## config.mk

```make
export PLATFORM = sky130hd
export DESIGN_NAME = vend_dispense_ctrl_flat
export DESIGN_NICKNAME = d
export VERILOG_FILES = /design/src/rtl/vend_pkg.sv /design/src/rtl/vend_dispense_ctrl_if.sv /design/src/rtl/vend_coin_payout.sv /design/src/rtl/vend_dispense_ctrl.sv /design/src/flat_wrapper.sv
export SDC_FILE = /design/constraint.sdc
export NUM_CORES = 1
export LEC_CHECK = 0
export ABC_AREA = 1
export CAP_MARGIN = 20
export CORE_MARGIN = 3
export CORE_UTILIZATION = 58
export CTS_CLUSTER_SIZE = 12
export DETAILED_ROUTE_END_ITERATION = 10
export HOLD_SLACK_MARGIN = 0.08
export PLACE_DENSITY_LB_ADDON = 0.08
export SYNTH_ARGS = -nofsm -noshare
export SYNTH_HDL_FRONTEND = slang
export SYNTH_SLANG_ARGS = --single-unit
```

## constraint.sdc

```tcl
create_clock -name clk -period 4.2 [get_ports clk]
set_input_delay 0.63 -clock clk [delete_from_list [all_inputs] [get_ports clk]]
set_output_delay 0.63 -clock clk [all_outputs]
set_load 0.01 [all_outputs]
```

## src/rtl/vend_pkg.sv

```systemverilog
// Shared types and default constants for the vending dispense controller.
package vend_pkg;

  localparam int N_ITEMS_D      = 10;
  localparam int STOCK_W_D      = 4;
  localparam int STOCK_INIT_D   = 5;
  localparam int CREDIT_W_D     = 8;
  localparam int MOTOR_CYC_D    = 8;
  localparam int DROP_TIMEOUT_D = 64;

  typedef logic [CREDIT_W_D-1:0] credit_t;

  typedef enum logic [2:0] {
    ST_IDLE      = 3'd0,
    ST_CHECK     = 3'd1,
    ST_MOTOR     = 3'd2,
    ST_WAIT_DROP = 3'd3,
    ST_CHANGE    = 3'd4,
    ST_REFUND    = 3'd5,
    ST_DONE      = 3'd6,
    ST_FAIL      = 3'd7
  } vend_state_t;

endpackage

```

## src/rtl/vend_dispense_ctrl_if.sv

```systemverilog
// Purchase request handshake between the front-end FSM (master) and the dispense controller (slave).
interface vend_dispense_ctrl_if import vend_pkg::*; #(
  parameter int CREDIT_W = CREDIT_W_D
) ();

  logic                req_valid;
  logic [3:0]          req_item;
  logic [CREDIT_W-1:0] req_price;
  logic [CREDIT_W-1:0] req_credit;
  logic                req_ready;

  modport master (
    output req_valid, req_item, req_price, req_credit,
    input  req_ready
  );

  modport slave (
    input  req_valid, req_item, req_price, req_credit,
    output req_ready
  );

endinterface

```

## src/rtl/vend_coin_payout.sv

```systemverilog
// Coin payout engine: loads a coin count and emits one coin_out pulse followed by one gap cycle per unit.
module vend_coin_payout import vend_pkg::*; #(
  parameter int W = CREDIT_W_D
) (
  input  logic         clk,
  input  logic         rst,
  input  logic         load,
  input  logic [W-1:0] load_count,
  output logic         coin_out,
  output logic         payout_done
);

  logic [W-1:0] count_r;
  logic         active_r;
  logic         gap_r;
  logic         coin_r;
  logic         done_r;

  // Pulse/gap sequencer; payout_done pulses once the count has drained
  always_ff @(posedge clk or posedge rst) begin
    if (rst) begin
      count_r  <= {W{1'b0}};
      active_r <= 1'b0;
      gap_r    <= 1'b0;
      coin_r   <= 1'b0;
      done_r   <= 1'b0;
    end else if (load) begin
      count_r  <= load_count;
      active_r <= 1'b1;
      gap_r    <= 1'b0;
      coin_r   <= 1'b0;
      done_r   <= 1'b0;
    end else if (!active_r) begin
      gap_r  <= 1'b0;
      coin_r <= 1'b0;
      done_r <= 1'b0;
    end else if (gap_r) begin
      gap_r  <= 1'b0;
      coin_r <= 1'b0;
    end else if (count_r != {W{1'b0}}) begin
      coin_r  <= 1'b1;
      gap_r   <= 1'b1;
      count_r <= count_r - {{(W-1){1'b0}}, 1'b1};
    end else begin
      coin_r   <= 1'b0;
      done_r   <= 1'b1;
      active_r <= 1'b0;
    end
  end

  assign coin_out    = coin_r;
  assign payout_done = done_r;

endmodule

```

## src/rtl/vend_dispense_ctrl.sv

```systemverilog
// Vending dispense sequencer: check, motor pulse, drop wait with timeout, change/refund payout, stock.
// Optional audit counters (sales_count, refund_count) are built when VEND_AUDIT_EN is defined.
module vend_dispense_ctrl import vend_pkg::*; #(
  parameter int N_ITEMS      = N_ITEMS_D,
  parameter int STOCK_W      = STOCK_W_D,
  parameter int STOCK_INIT   = STOCK_INIT_D,
  parameter int CREDIT_W     = CREDIT_W_D,
  parameter int MOTOR_CYC    = MOTOR_CYC_D,
  parameter int DROP_TIMEOUT = DROP_TIMEOUT_D
) (
  input  logic               clk,
  input  logic               rst,
  vend_dispense_ctrl_if.slave req,
  output logic [N_ITEMS-1:0] motor_en,
  input  logic               drop_sense,
  output logic               coin_out,
  output logic               done,
  output logic               fail,
  output logic [N_ITEMS-1:0] out_of_stock,
  output logic               busy,
  input  logic               restock,
  input  logic [3:0]         restock_item
`ifdef VEND_AUDIT_EN
  ,
  output logic [15:0]        sales_count,
  output logic [7:0]         refund_count
`endif
);

  localparam int MC_W = $clog2(MOTOR_CYC + 1);
  localparam int TO_W = $clog2(DROP_TIMEOUT + 1);

  vend_state_t         state_r;
  logic [3:0]          item_r;
  logic [CREDIT_W-1:0] price_r;
  logic [CREDIT_W-1:0] credit_r;
  logic [CREDIT_W-1:0] pay_count_r;
  logic                pay_load_r;
  logic [MC_W-1:0]     motor_cnt_r;
  logic [TO_W-1:0]     wait_cnt_r;
  logic [N_ITEMS-1:0]  motor_en_r;
  logic                done_r;
  logic                fail_r;
  logic                busy_r;
  logic                req_ready_r;
  logic [STOCK_W-1:0]  stock_r [N_ITEMS];
  logic [N_ITEMS-1:0]  oos_s;
  logic                check_bad_s;
  logic                drop_s;
  logic                timeout_s;
  logic                restock_s;
  logic                coin_s;
  logic                payout_done_s;

  // Request screening and drop/timeout/restock strobes
  always_comb begin
    check_bad_s = ({1'b0, item_r} >= 5'(N_ITEMS)) || (credit_r < price_r) ||
                  (stock_r[item_r] == {STOCK_W{1'b0}});
    drop_s      = (state_r == ST_WAIT_DROP) && drop_sense;
    timeout_s   = (state_r == ST_WAIT_DROP) && !drop_sense &&
                  (wait_cnt_r == TO_W'(DROP_TIMEOUT - 1));
    restock_s   = restock && !busy_r && ({1'b0, restock_item} < 5'(N_ITEMS));
  end

  // Main sequencer with registered outputs
  always_ff @(posedge clk or posedge rst) begin
    if (rst) begin
      state_r     <= ST_IDLE;
      item_r      <= 4'd0;
      price_r     <= {CREDIT_W{1'b0}};
      credit_r    <= {CREDIT_W{1'b0}};
      pay_count_r <= {CREDIT_W{1'b0}};
      pay_load_r  <= 1'b0;
      motor_cnt_r <= {MC_W{1'b0}};
      wait_cnt_r  <= {TO_W{1'b0}};
      motor_en_r  <= {N_ITEMS{1'b0}};
      done_r      <= 1'b0;
      fail_r      <= 1'b0;
      busy_r      <= 1'b0;
      req_ready_r <= 1'b1;
    end else begin
      done_r     <= 1'b0;
      fail_r     <= 1'b0;
      pay_load_r <= 1'b0;
      case (state_r)
        ST_IDLE: begin
          if (req.req_valid && req_ready_r) begin
            item_r      <= req.req_item;
            price_r     <= req.req_price;
            credit_r    <= req.req_credit;
            state_r     <= ST_CHECK;
            busy_r      <= 1'b1;
            req_ready_r <= 1'b0;
          end
        end
        ST_CHECK: begin
          if (check_bad_s) begin
            state_r <= ST_FAIL;
            fail_r  <= 1'b1;
          end else begin
            state_r     <= ST_MOTOR;
            motor_en_r  <= {{(N_ITEMS-1){1'b0}}, 1'b1} << item_r;
            motor_cnt_r <= {MC_W{1'b0}};
            pay_count_r <= credit_r - price_r;
          end
        end
        ST_MOTOR: begin
          if (motor_cnt_r == MC_W'(MOTOR_CYC - 1)) begin
            motor_en_r <= {N_ITEMS{1'b0}};
            wait_cnt_r <= {TO_W{1'b0}};
            state_r    <= ST_WAIT_DROP;
          end else begin
            motor_cnt_r <= motor_cnt_r + MC_W'(1);
          end
        end
        ST_WAIT_DROP: begin
          // A drop seen on the timeout cycle still counts as a vend
          if (drop_s) begin
            state_r    <= ST_CHANGE;
            pay_load_r <= 1'b1;
          end else if (timeout_s) begin
            state_r     <= ST_REFUND;
            pay_count_r <= credit_r;
            pay_load_r  <= 1'b1;
          end else begin
            wait_cnt_r <= wait_cnt_r + TO_W'(1);
          end
        end
        ST_CHANGE: begin
          if (payout_done_s) begin
            state_r <= ST_DONE;
            done_r  <= 1'b1;
          end
        end
        ST_REFUND: begin
          if (payout_done_s) begin
            state_r <= ST_FAIL;
            fail_r  <= 1'b1;
          end
        end
        ST_DONE, ST_FAIL: begin
          state_r     <= ST_IDLE;
          busy_r      <= 1'b0;
          req_ready_r <= 1'b1;
        end
        default: begin
          state_r     <= ST_IDLE;
          motor_en_r  <= {N_ITEMS{1'b0}};
          busy_r      <= 1'b0;
          req_ready_r <= 1'b1;
        end
      endcase
    end
  end

  // Per-slot stock: restock to full while idle, decrement on a sensed drop
  always_ff @(posedge clk or posedge rst) begin
    if (rst) begin
      for (int i = 0; i < N_ITEMS; i++) stock_r[i] <= STOCK_W'(STOCK_INIT);
    end else begin
      for (int i = 0; i < N_ITEMS; i++) begin
        if (restock_s && (restock_item == 4'(i))) begin
          stock_r[i] <= {STOCK_W{1'b1}};
        end else if (drop_s && (item_r == 4'(i)) && (stock_r[i] != {STOCK_W{1'b0}})) begin
          stock_r[i] <= stock_r[i] - {{(STOCK_W-1){1'b0}}, 1'b1};
        end
      end
    end
  end

  // Empty-slot flags straight from the counters
  always_comb begin
    oos_s = {N_ITEMS{1'b0}};
    for (int i = 0; i < N_ITEMS; i++) oos_s[i] = (stock_r[i] == {STOCK_W{1'b0}});
  end

  vend_coin_payout #(.W(CREDIT_W)) u_payout (
    .clk         (clk),
    .rst         (rst),
    .load        (pay_load_r),
    .load_count  (pay_count_r),
    .coin_out    (coin_s),
    .payout_done (payout_done_s)
  );

`ifdef VEND_AUDIT_EN
  logic [15:0] sales_r;
  logic [7:0]  refund_r;

  // Saturating audit counters for completed vends and timeout refunds
  always_ff @(posedge clk or posedge rst) begin
    if (rst) begin
      sales_r  <= 16'd0;
      refund_r <= 8'd0;
    end else begin
      if (done_r && (sales_r != 16'hFFFF)) sales_r <= sales_r + 16'd1;
      if (timeout_s && (refund_r != 8'hFF)) refund_r <= refund_r + 8'd1;
    end
  end

  assign sales_count  = sales_r;
  assign refund_count = refund_r;
`endif

  assign req.req_ready = req_ready_r;
  assign motor_en      = motor_en_r;
  assign coin_out      = coin_s;
  assign done          = done_r;
  assign fail          = fail_r;
  assign busy          = busy_r;
  assign out_of_stock  = oos_s;

endmodule
```

## src/flat_wrapper.sv

```systemverilog
// flat-port wrapper written by rule: the top's interface ports become plain ports
module vend_dispense_ctrl_flat import vend_pkg::*;
#(
  parameter int N_ITEMS      = N_ITEMS_D,
  parameter int STOCK_W      = STOCK_W_D,
  parameter int STOCK_INIT   = STOCK_INIT_D,
  parameter int CREDIT_W     = CREDIT_W_D,
  parameter int MOTOR_CYC    = MOTOR_CYC_D,
  parameter int DROP_TIMEOUT = DROP_TIMEOUT_D
)
  (clk, rst, motor_en, drop_sense, coin_out, done, fail, out_of_stock, busy, restock, restock_item, req_req_valid, req_req_item, req_req_price, req_req_credit, req_req_ready);
  vend_dispense_ctrl_if #(.CREDIT_W(CREDIT_W)) req_i ();
  input  logic clk;
  input  logic rst;
  output logic [N_ITEMS-1:0] motor_en;
  input  logic drop_sense;
  output logic coin_out;
  output logic done;
  output logic fail;
  output logic [N_ITEMS-1:0] out_of_stock;
  output logic busy;
  input  logic restock;
  input  logic [3:0] restock_item;
  input wire logic [$bits(req_i.req_valid)-1:0] req_req_valid;
  input wire logic [$bits(req_i.req_item)-1:0] req_req_item;
  input wire logic [$bits(req_i.req_price)-1:0] req_req_price;
  input wire logic [$bits(req_i.req_credit)-1:0] req_req_credit;
  output wire logic [$bits(req_i.req_ready)-1:0] req_req_ready;
  assign req_i.req_valid = req_req_valid;
  assign req_i.req_item = req_req_item;
  assign req_i.req_price = req_req_price;
  assign req_i.req_credit = req_req_credit;
  assign req_req_ready = req_i.req_ready;
  vend_dispense_ctrl #(.N_ITEMS(N_ITEMS), .STOCK_W(STOCK_W), .STOCK_INIT(STOCK_INIT), .CREDIT_W(CREDIT_W), .MOTOR_CYC(MOTOR_CYC), .DROP_TIMEOUT(DROP_TIMEOUT)) u_core (.clk(clk), .rst(rst), .req(req_i), .motor_en(motor_en), .drop_sense(drop_sense), .coin_out(coin_out), .done(done), .fail(fail), .out_of_stock(out_of_stock), .busy(busy), .restock(restock), .restock_item(restock_item));
endmodule
```

* Yosys cells after proc, flatten, opt, wreduce, memory -nomap -nowiden
Cells that the tools add are included.
Operators by class: add/subtract/negate cells 14, magnitude comparators 4, equality and inequality tests 40, shift operators 1, muxes and demuxes 71, bitwise logic cells 1, reductions and logical operators 91
Operators by type and width (number):
- 4-bit two-way mux | 24
- 8-bit two-way mux | 7
- 4-bit zero test | 13
- 4-bit nonzero test | 10
- 4-bit by 1-bit subtractor with 4-bit output, second input constant | 10
- 4-bit by 3-bit equality test with 1-bit output, second input constant | 9
- 1-bit logical AND | 36
- 2-bit nonzero test | 16
- 3-bit two-way mux | 7
- 7-bit two-way mux | 3
- 3-bit one-hot mux with 7 select lines | 1
- 10-bit two-way mux | 2
- 10-bit one-hot mux with 2 select lines | 1
- 1-bit two-way mux | 19
- 4-bit binary-select mux with 4-bit select | 1
- 4-bit by 2-bit equality test with 1-bit output, second input constant | 4
- 4-bit equality test, second input constant | 4
- 8-bit one-hot mux with 2 select lines | 1
- 7-bit one-hot mux with 2 select lines | 1
- 3-bit equality test, second input constant | 4
- 2-bit != test, second input constant | 6
- 1-bit by 4-bit left shift with 10-bit output, first input constant | 1
- 3-bit AND reduction | 3
- 4-bit by 1-bit equality test with 1-bit output, second input constant | 2
- other kinds (25) | 37
Word-level totals: bits in registers 108, bits of input ports 29, output and inout port bits 25, logic and storage cells 249

* Depth between registers and ports, before layout
depth in word-level cells 8, depth in mapped cells 15, gate-level depth less buffers 15

* Modules after synthesis
From an unflattened synthesis, not the netlist that was laid out.
Unflattened totals: cell total of the unflattened synthesis 791, area, all modules 6244.7 µm²
By module, submodules not included:
- vend_dispense_ctrl | times used 1, cells an instance 692, area an instance 5481.5 µm², sequential area each 2453.6 µm²
- vend_coin_payout | times used 1, cells an instance 99, area an instance 763.2 µm², sequential area each 275.3 µm²

* Worst setup path after synthesis
OpenSTA, ideal clock, no wires.
path kind reg2reg, start point register u_core.credit_r[0], end point register u_core.fail_r (netlist: u_core.fail), setup time 127 ps, arrival 1841 ps, required time 4073 ps, setup slack 2232 ps, stages on the path, launching flop included 15, buffers on the path 1, period minus slack after synthesis 1968 ps, cell sequence dfrtp_1 inv_1 ha_1 fa_1 inv_1 nand3_1 nand2_1 nand3_1 nand2_1 nand3_1 nand2_1 nand2_1 nand2_2 buf_4 o21ai_0
On the way: longest elaborated chain between the ends 5
Ends and longest elaborated chain:
- from (decl) | RTL line vend_dispense_ctrl.sv:36 | logic [CREDIT_W-1:0] credit_r;
- from (signal assigned) | RTL line vend_dispense_ctrl.sv:71 | credit_r <= {CREDIT_W{1'b0}};
- from (signal assigned) | RTL line vend_dispense_ctrl.sv:90 | credit_r <= req.req_credit;
- 8-bit < comparator | RTL line vend_dispense_ctrl.sv:57 | check_bad_s = ({1'b0, item_r} >= 5'(N_ITEMS)) || (credit_r < price_r) ||
- 1-bit logical OR (2 in series) | RTL line vend_dispense_ctrl.sv:57
- 1-bit two-way mux | RTL line vend_dispense_ctrl.sv:97 | if (check_bad_s) begin
- 1-bit one-hot mux with 2 select lines | RTL line vend_dispense_ctrl.sv:85 | case (state_r)
- to (signal assigned) | RTL line vend_dispense_ctrl.sv:78 | fail_r <= 1'b0;
- to (signal assigned) | RTL line vend_dispense_ctrl.sv:83 | fail_r <= 1'b0;
- to (signal assigned) | RTL line vend_dispense_ctrl.sv:99 | fail_r <= 1'b1;
- to (decl) | RTL line vend_dispense_ctrl.sv:43 | logic fail_r;
No other way between the ends. A chain may end at the register's enable or synchronous reset.

* Final worst setup path
start point register u_core.stock_r[17] (netlist bit), end point output port out_of_stock[5]
On the way: longest elaborated chain between the ends 1
Ends and longest elaborated chain:
- from (decl) | RTL line vend_dispense_ctrl.sv:46 | logic [STOCK_W-1:0] stock_r [N_ITEMS];
- from (signal, indexed assignment) | RTL line vend_dispense_ctrl.sv:163 | stock_r[i] <= {STOCK_W{1'b1}};
- from (signal, indexed assignment) | RTL line vend_dispense_ctrl.sv:165 | stock_r[i] <= stock_r[i] - {{(STOCK_W-1){1'b0}}, 1'b1};
- 4-bit zero test | RTL line vend_dispense_ctrl.sv:174 | for (int i = 0; i < N_ITEMS; i++) oos_s[i] = (stock_r[i] == {STOCK_W{1'b0}});
- to (decl) | RTL line flat_wrapper.sv:20 | output logic [N_ITEMS-1:0] out_of_stock;
No other way between the ends.

==> results.toml <==
[clock_network]
cts.path.max_buffers = 2
tritoncts.num_buffers = 9
h_tree_level_count = 3
cts_root_buf = "sky130_fd_sc_hd__clkbuf_8"
clock_sink_count = 108
cts_resized = 0
worst_skew_pair.late_latency_ns = 0.38
tritoncts = "built"
postCtsSetupBuffers = 0
clkTransAtPathRegs_ns = 0.10
ctsHoldBuffers = 0

[global_routing]
grt-ovfl-total = 0
grt_start_max_net_pins = 89
grt_util_all_layers = 0.244
grt_pass1_wl_um = 22800
via_count_of_the_first_global_routing_pass = 4908
antenna_violations_before_repair = 0

[route]
drtIter0Drc = 339
vias_per_cell = 5.32
drc_errors = 0
wl_per_cell_um = 13.5
vias = 5235
postRouteAntennaNets = 0
drt_wl_total_um = 13200
dr.pass1.iters = 5

[final_layout]
area_overhead_vs_synth_pct = 14.4
final_net_count = 898
fraction_of_final_layout_cells_sized_beyond_drive_strength_1 = 0.0787
layout.area.seq_sq_um = 2730
multi_input_comb_area_sq_um = 2850
fillerInstances = 842
num_antenna_cells = 0

[place]
io_buffer_count = 53
gp_routability_congestion = 0.878
dpl_worst_slack_ns = 1.73
detailed_place_hpwl_um = 9950

[timing]
fmaxAchievable_mhz = 361
worst_slew_margin_rel = 0.526
timing_worst_slew_pin_value_ns = 0.709
final_max_slew_viol_count = 0
setup_total_negative_slack_ns = 0
timing.final.hold_violations = 0
post-route-period-util = 0.660
clock-skew-final_ns = 0.0106
rsz0062_at_grt = "false"
finalCriticalPeriod_ns = 2.77
layout_setup_ws_ns = 1.43
setup-violations-final = 0

[run]
maxCapViolations = 0

[yosys]
synth_top_area_cell = "sky130_fd_sc_hd__dfrtp_1"
syn_nets = 842
dominantRegCellSynth = "sky130_fd_sc_hd__dfrtp_1"
synth_edf_count = 0
synth_sequential_area_ratio = 0.450
post_synth_inst_count = 790
unique_masters_post_synth = 34
top_area_cell_type_share_of_the_netlist_area = 0.359
synthesis.area_per_instance_sq_um = 7.68
synthTopCellsByArea = "sky130_fd_sc_hd__dfrtp_1, sky130_fd_sc_hd__nand2_1, sky130_fd_sc_hd__dfstp_2, sky130_fd_sc_hd__inv_1, sky130_fd_sc_hd__nand3_1"
share_of_synthesized_flip_flops_with_an_asynchronous_set_or_reset = 1.00
synth_area_sq_um = 6070
number_of_warnings_printed_during_yosys_synthesis = 0
yosys_register_bits = 108

[pwr]
p_leak_nw = 3.52
comb_power_share = 0.049
switching_share = 0.236
ir_worst_vdd_mv = 0.227
p_switching_uw = 412
power.density_nw_per_um2 = 252
clock_power_share = 0.351
p_int_mw = 1.34
power_frac_seq = 0.600

[run_status]
run_status = "completed"

[floorplan]
placement_rows = 36
placeableCoreArea_sq_um = 9950
die_h_um = 108
floorplan.die_area_sq_um = 11700
fp.dieW_um = 108
initial_utilization = 0.609
design.portCount = 54

[setup_path]
startpoint_type = "flop"
critPathKind = "flop to output port"
worst_path_max_delay_cell = "sky130_fd_sc_hd__clkdlybuf4s50_1"
cp_slowest_stage_delay_ns = 0.64
cp-end-kind = "output port"
worstPathMaxFanout = 4
most_frequent_cell_on_the_critical_path = "sky130_fd_sc_hd__inv_1"
timing.critical_path.cells = "inv_1 > ha_1 > inv_1 > nor3_1 > clkdlybuf4s50_1"
regToRegSetupSlack_ns = 1.66
timing.critical_path.required_ns = 3.57
worstPathArrival_ns = 2.14

[worst_hold_path]
hold_removal_path_class = "flop to flop"
## power by group through the flow
| stage | clock network [mW] | registers (mW) | logic, mW |
|---|---|---|---|
| finish | 0.615 | 1.05 | 0.0853 |
| global route | 0.670 | 1.05 | 0.0962 |
| CTS | 0.635 | 1.05 | 0.0841 |
| detailed placement | 0 | 1.07 | 0.0840 |
| global placement | 0 | 1.07 | 0.0811 |
| floorplan | 0 | 1.07 | 0.0380 |
## cells in the mapped netlist, drive strengths merged (7+ instances only)
| cell | number |
|---|---|
| nand2 | 223 |
| inv | 113 |
| dfrtp | 87 |
| nor2 | 78 |
| nand3 | 72 |
| o21ai | 57 |
| nor3 | 29 |
| ha | 22 |
| dfstp | 21 |
| a21oi | 14 |
| o211ai | 14 |
| nand3b | 13 |
| xor2 | 10 |
| buf | 7 |
| o31ai | 7 |
## flip-flops by register name, summed over array words and instances, names as in the netlist
| signal | flops |
|---|---|
| u_core.busy | 1 |
| u_core.credit_r | 8 |
| u_core.done | 1 |
| u_core.fail | 1 |
| u_core.item_r | 4 |
| u_core.motor_cnt_r | 4 |
| u_core.motor_en | 10 |
| u_core.pay_count_r | 8 |
| u_core.pay_load_r | 1 |
| u_core.price_r | 8 |
| u_core.req.req_ready | 1 |
| u_core.state_r | 3 |
| u_core.stock_r | 40 |
| u_core.u_payout.active_r | 1 |
| u_core.u_payout.coin_out | 1 |
| u_core.u_payout.count_r | 8 |
| u_core.u_payout.payout_done | 1 |
| u_core.wait_cnt_r | 7 |
## final timing paths
kind / startpoint / to / depth (start not counted)
max: u_core.stock_r[17] / out_of_stock[5] / 5
min: u_core.pay_count_r[4] / u_core.pay_count_r[4] / 2
max reg2reg: u_core.credit_r[0] / u_core.motor_en[6] / 15
min reg2reg: u_core.pay_count_r[4] / u_core.pay_count_r[4] / 2
max in group asynchronous: rst / u_core.req.req_ready / 4
min in group asynchronous: rst / u_core.stock_r[25] / 2
## critical path, delay by kind of cell (launching register included)
family | cells | cell delay [ns]
buffers and inverters | 3 | 0.77
and+or+nand+nor | 1 | 0.39
adders and majority gates | 1 | 0.17
DFF | 1 | 0.43
## kinds of logic (layout without fill, tap and decap cells)
logic type	count (synthesis)	after routing	share of synthesized area
buffers and inverters	125	186	0.0808
AO/OA/AOI/OAI	93	93	0.0874
XOR/XNOR	14	14	0.0202
adder cells (fa/ha/maj)	23	23	0.0487
flip-flops	108	108	0.450
AND/OR/NAND/NOR	427	427	0.313
## cells in the final DEF, fill, tap and decap left out, types with 3 or more instances in the layout
master and n:
sky130_fd_sc_hd__o21ai_0 53, sky130_fd_sc_hd__o31ai_1 5, sky130_fd_sc_hd__nor3_2 5, sky130_fd_sc_hd__nand2_1 218, sky130_fd_sc_hd__xnor2_1 4, sky130_fd_sc_hd__inv_2 4
sky130_fd_sc_hd__clkinv_4 3, sky130_fd_sc_hd__o211ai_1 14, sky130_fd_sc_hd__inv_1 107, sky130_fd_sc_hd__clkdlybuf4s50_1 53, sky130_fd_sc_hd__nor2_1 76, sky130_fd_sc_hd__or2_2 4
sky130_fd_sc_hd__clkbuf_8 11, sky130_fd_sc_hd__nand2_2 5, sky130_fd_sc_hd__nor3_1 22, sky130_fd_sc_hd__a21oi_1 14, sky130_fd_sc_hd__buf_4 3, sky130_fd_sc_hd__dfstp_2 21
sky130_fd_sc_hd__nand3b_1 13, sky130_fd_sc_hd__o21ai_1 4, sky130_fd_sc_hd__xor2_1 10, sky130_fd_sc_hd__dfrtp_1 87, sky130_fd_sc_hd__ha_1 22, sky130_fd_sc_hd__nand3_1 71
sky130_fd_sc_hd__nand4_1 5
## metrics by stage
step	util	area [sq um]	hold WS (ns)	power, mW	std cells
2_1_floorplan	-	6070	0.442	1.11	790
3_3_place_gp	0.676	6730	0.461	1.15	967
3_5_place_dp	0.676	6730	0.467	1.15	967
4_1_cts	0.695	6910	0.491	1.77	983
5_1_grt	0.697	6940	0.499	1.82	984
6_report	0.697	6940	0.492	1.75	984
## cell type report
class,instances,area share
clock buffer,12,0.0224
clock inverter,4,0.00487
inverter,113,0.0618
multi-input combinational,557,0.410
sequential,108,0.393
tap,133,0.0240
timing repair buffer,57,0.0836
## routing by layer
| metal | track usage | wire length [um] | vias to the layer above |
|---|---|---|---|
| li1 | - | - | 2648 |
| met1 | 0.352 | 6340 | 2459 |
| met2 | 0.382 | 6070 | 115 |
| met3 | 0.0460 | 667 | 13 |
| met4 | 0.0604 | 158 | 0 |
| met5 | 0 | 0 | - |
No activity file was read; power rests on OpenSTA's default activity.
==> RTL edit, RTL diff (same settings) <==
The 8 states of `vend_state_t` get a one-hot encoding in 8 bits.
--- a/src/rtl/vend_pkg.sv
+++ b/src/rtl/vend_pkg.sv
@@ -10,15 +10,15 @@
 
   typedef logic [CREDIT_W_D-1:0] credit_t;
 
-  typedef enum logic [2:0] {
-    ST_IDLE      = 3'd0,
-    ST_CHECK     = 3'd1,
-    ST_MOTOR     = 3'd2,
-    ST_WAIT_DROP = 3'd3,
-    ST_CHANGE    = 3'd4,
-    ST_REFUND    = 3'd5,
-    ST_DONE      = 3'd6,
-    ST_FAIL      = 3'd7
+  typedef enum logic [7:0] {
+    ST_IDLE      = 8'b00000001,
+    ST_CHECK     = 8'b00000010,
+    ST_MOTOR     = 8'b00000100,
+    ST_WAIT_DROP = 8'b00001000,
+    ST_CHANGE    = 8'b00010000,
+    ST_REFUND    = 8'b00100000,
+    ST_DONE      = 8'b01000000,
+    ST_FAIL      = 8'b10000000
   } vend_state_t;
 
 endpackage
Formal check against the unedited RTL: no difference found for any inputs over 10 cycles, from zero or initial values and one cycle with rst high; not proved beyond that.
==> RTL edit against the unedited design <==
Synthesized area rose by 5.2%; largest cell class unchanged; sequential cell count rose by 5; setup slack got worse by 0.020 ns; global-route usage increased by 0.85 points; final area up 9.8%; routed wire length increased by 10%.
Power is not compared: it rests on default switching activity, and its combinational part moved more than twofold at a synthesized area within 25%.
==> RTL edit: results (changes against the unedited design) <==
Post-layout nets 925 (+3.0%); post-DR wirelength/cell 14.3 µm (+6.2%); Reg clk slew, reported paths 0.05 ns (-0.05 ns); Antenna Cells 0 (unchanged); crit path max fanout 3 (-1); total CTS buffers 17 (+8); flop2flop setup slack 1.45 ns (-0.21 ns); Worst R2R Path Depth 15 (unchanged); pin count of the biggest net entering global routing 69 (-22%); layout cells sized above 1 10.9% (+3.1 points); vias in the first global route 5,332 (+8.6%); top area cells in the synthesized netlist dfrtp_1 (36%), nand2_1 (12%), dfstp_2 (9.1%), inv_1 (7.4%), ha_1 (4.3%); DRT iter0 DRCs 448 (+32%); most frequent cells after synthesis nand2_1 (208), inv_1 (125), dfrtp_1 (91), nor2_1 (71), nand3_1 (54); largest register by flop count u_core.stock_r; clock skew 0.00679 ns (-0.00383 ns); sequential cell area fraction in the yosys report 44.7% (-0.23 points); Crit-path slowest cell clkdlybuf4s50_1; Placement Setup Slack 1.59 ns (-0.134 ns); via count 5,487 (+4.8%); CTS H-Tree Depth 4 (+1); Inst Count DP 990 (+2.4%); Hold Path End u_core.req.req_ready$_DFFE_PP1P_; Slew @ Worst Pin 0.863 ns (+0.154 ns); gpl congestion 0.836 (-4.9%); Worst Hold Launch u_core.req.req_ready$_DFFE_PP1P_; Yosys Warn Count 0 (unchanged); Cell Area, Placed 0.00701 mm² (+4.3%); crit path DAT 2.16 ns (+0.02 ns); drt via density 5.37 (+0.92%); Clk Latency, worst-skew pair 0.53 ns (+0.15 ns); r2r endpoint u_core.motor_en[2]$_DFFE_PP0P_; final hold slack 0.481 ns (-0.0106 ns); clock root buffer clkbuf_8; outcome finished, final reports clean; GR Util All Layers 25.2% (+0.85 points); Syn Area/Cell 7.86 µm² (+2.3%); Final HPWL DP 10.4 mm (+4.5%); Post-Syn Nets 864 (+2.6%); post-synth cell types 44 (+29%)
-- RTL edit: worst max path at each step --
stage                                               from                        endpoint  depth (start not counted)
after floorplan                                      rst         u_core.busy$_DFFE_PP0P_                          1
after global placement    u_core.credit_r[0]$_DFFE_PP0P_  u_core.motor_en[9]$_DFFE_PP0P_                         15
after detailed placement  u_core.credit_r[0]$_DFFE_PP0P_  u_core.motor_en[2]$_DFFE_PP0P_                         15
after CTS                  u_core.stock_r[8]$_DFFE_PP1P_                 out_of_stock[7]                          5
after global routing      u_core.credit_r[0]$_DFFE_PP0P_  u_core.motor_en[2]$_DFFE_PP0P_                         15
final                      u_core.stock_r[8]$_DFFE_PP1P_                 out_of_stock[7]                          5
-- RTL edit: metal layers --
metal  GRT usage (%)  up-vias  wire, µm  part of all wire [%]
met5               0        -         0                     0
met4            9.61        0       282                   1.9
met3            5.13       24       654                   4.5
met2            40.0      140      6830                    47
met1            34.2     2602      6830                    47
li1                -     2721         -                     -
-- RTL edit: cell type report --
class | count | area, µm²
timing repair buffer | 54 | 551
clock buffer | 22 | 483
multi-input combinational | 553 | 2930
inverter | 134 | 505
fill | 798 | 2880
sequential | 113 | 2860
tap | 136 | 170
clock inverter | 10 | 130
-- RTL edit: power by group --
group	leakage, nW	switching [mW]	total [mW]	internal [mW]
logic	2.07	1.50	2.30	0.800
registers	1.38	0.291	1.86	1.57
clock network	0.303	0.496	1.47	0.976
total	3.75	2.28	5.63	3.35
-- RTL edit: cell families (layout without fill, tap and decap cells) --
| logic type | count (synthesis) | count (layout) | share of synthesized area [%] |
|---|---|---|---|
| buffers and inverters | 146 | 220 | 9.33 |
| adders and majority gates | 23 | 23 | 4.63 |
| DFF | 113 | 113 | 44.7 |
| AOI/OAI and AO/OA | 101 | 101 | 8.92 |
| muxes | 1 | 1 | 0.157 |
| and+or+nand+nor | 408 | 408 | 29.5 |
| xor gates and xnor gates | 20 | 20 | 2.75 |
-- RTL edit: worst max-delay path, delay by kind of cell, from the launching register on --
family | cells | cell delay, ns
fa+ha+maj | 1 | 0.19
buf+inv | 3 | 0.78
simple gates | 1 | 0.29
flops | 1 | 0.38
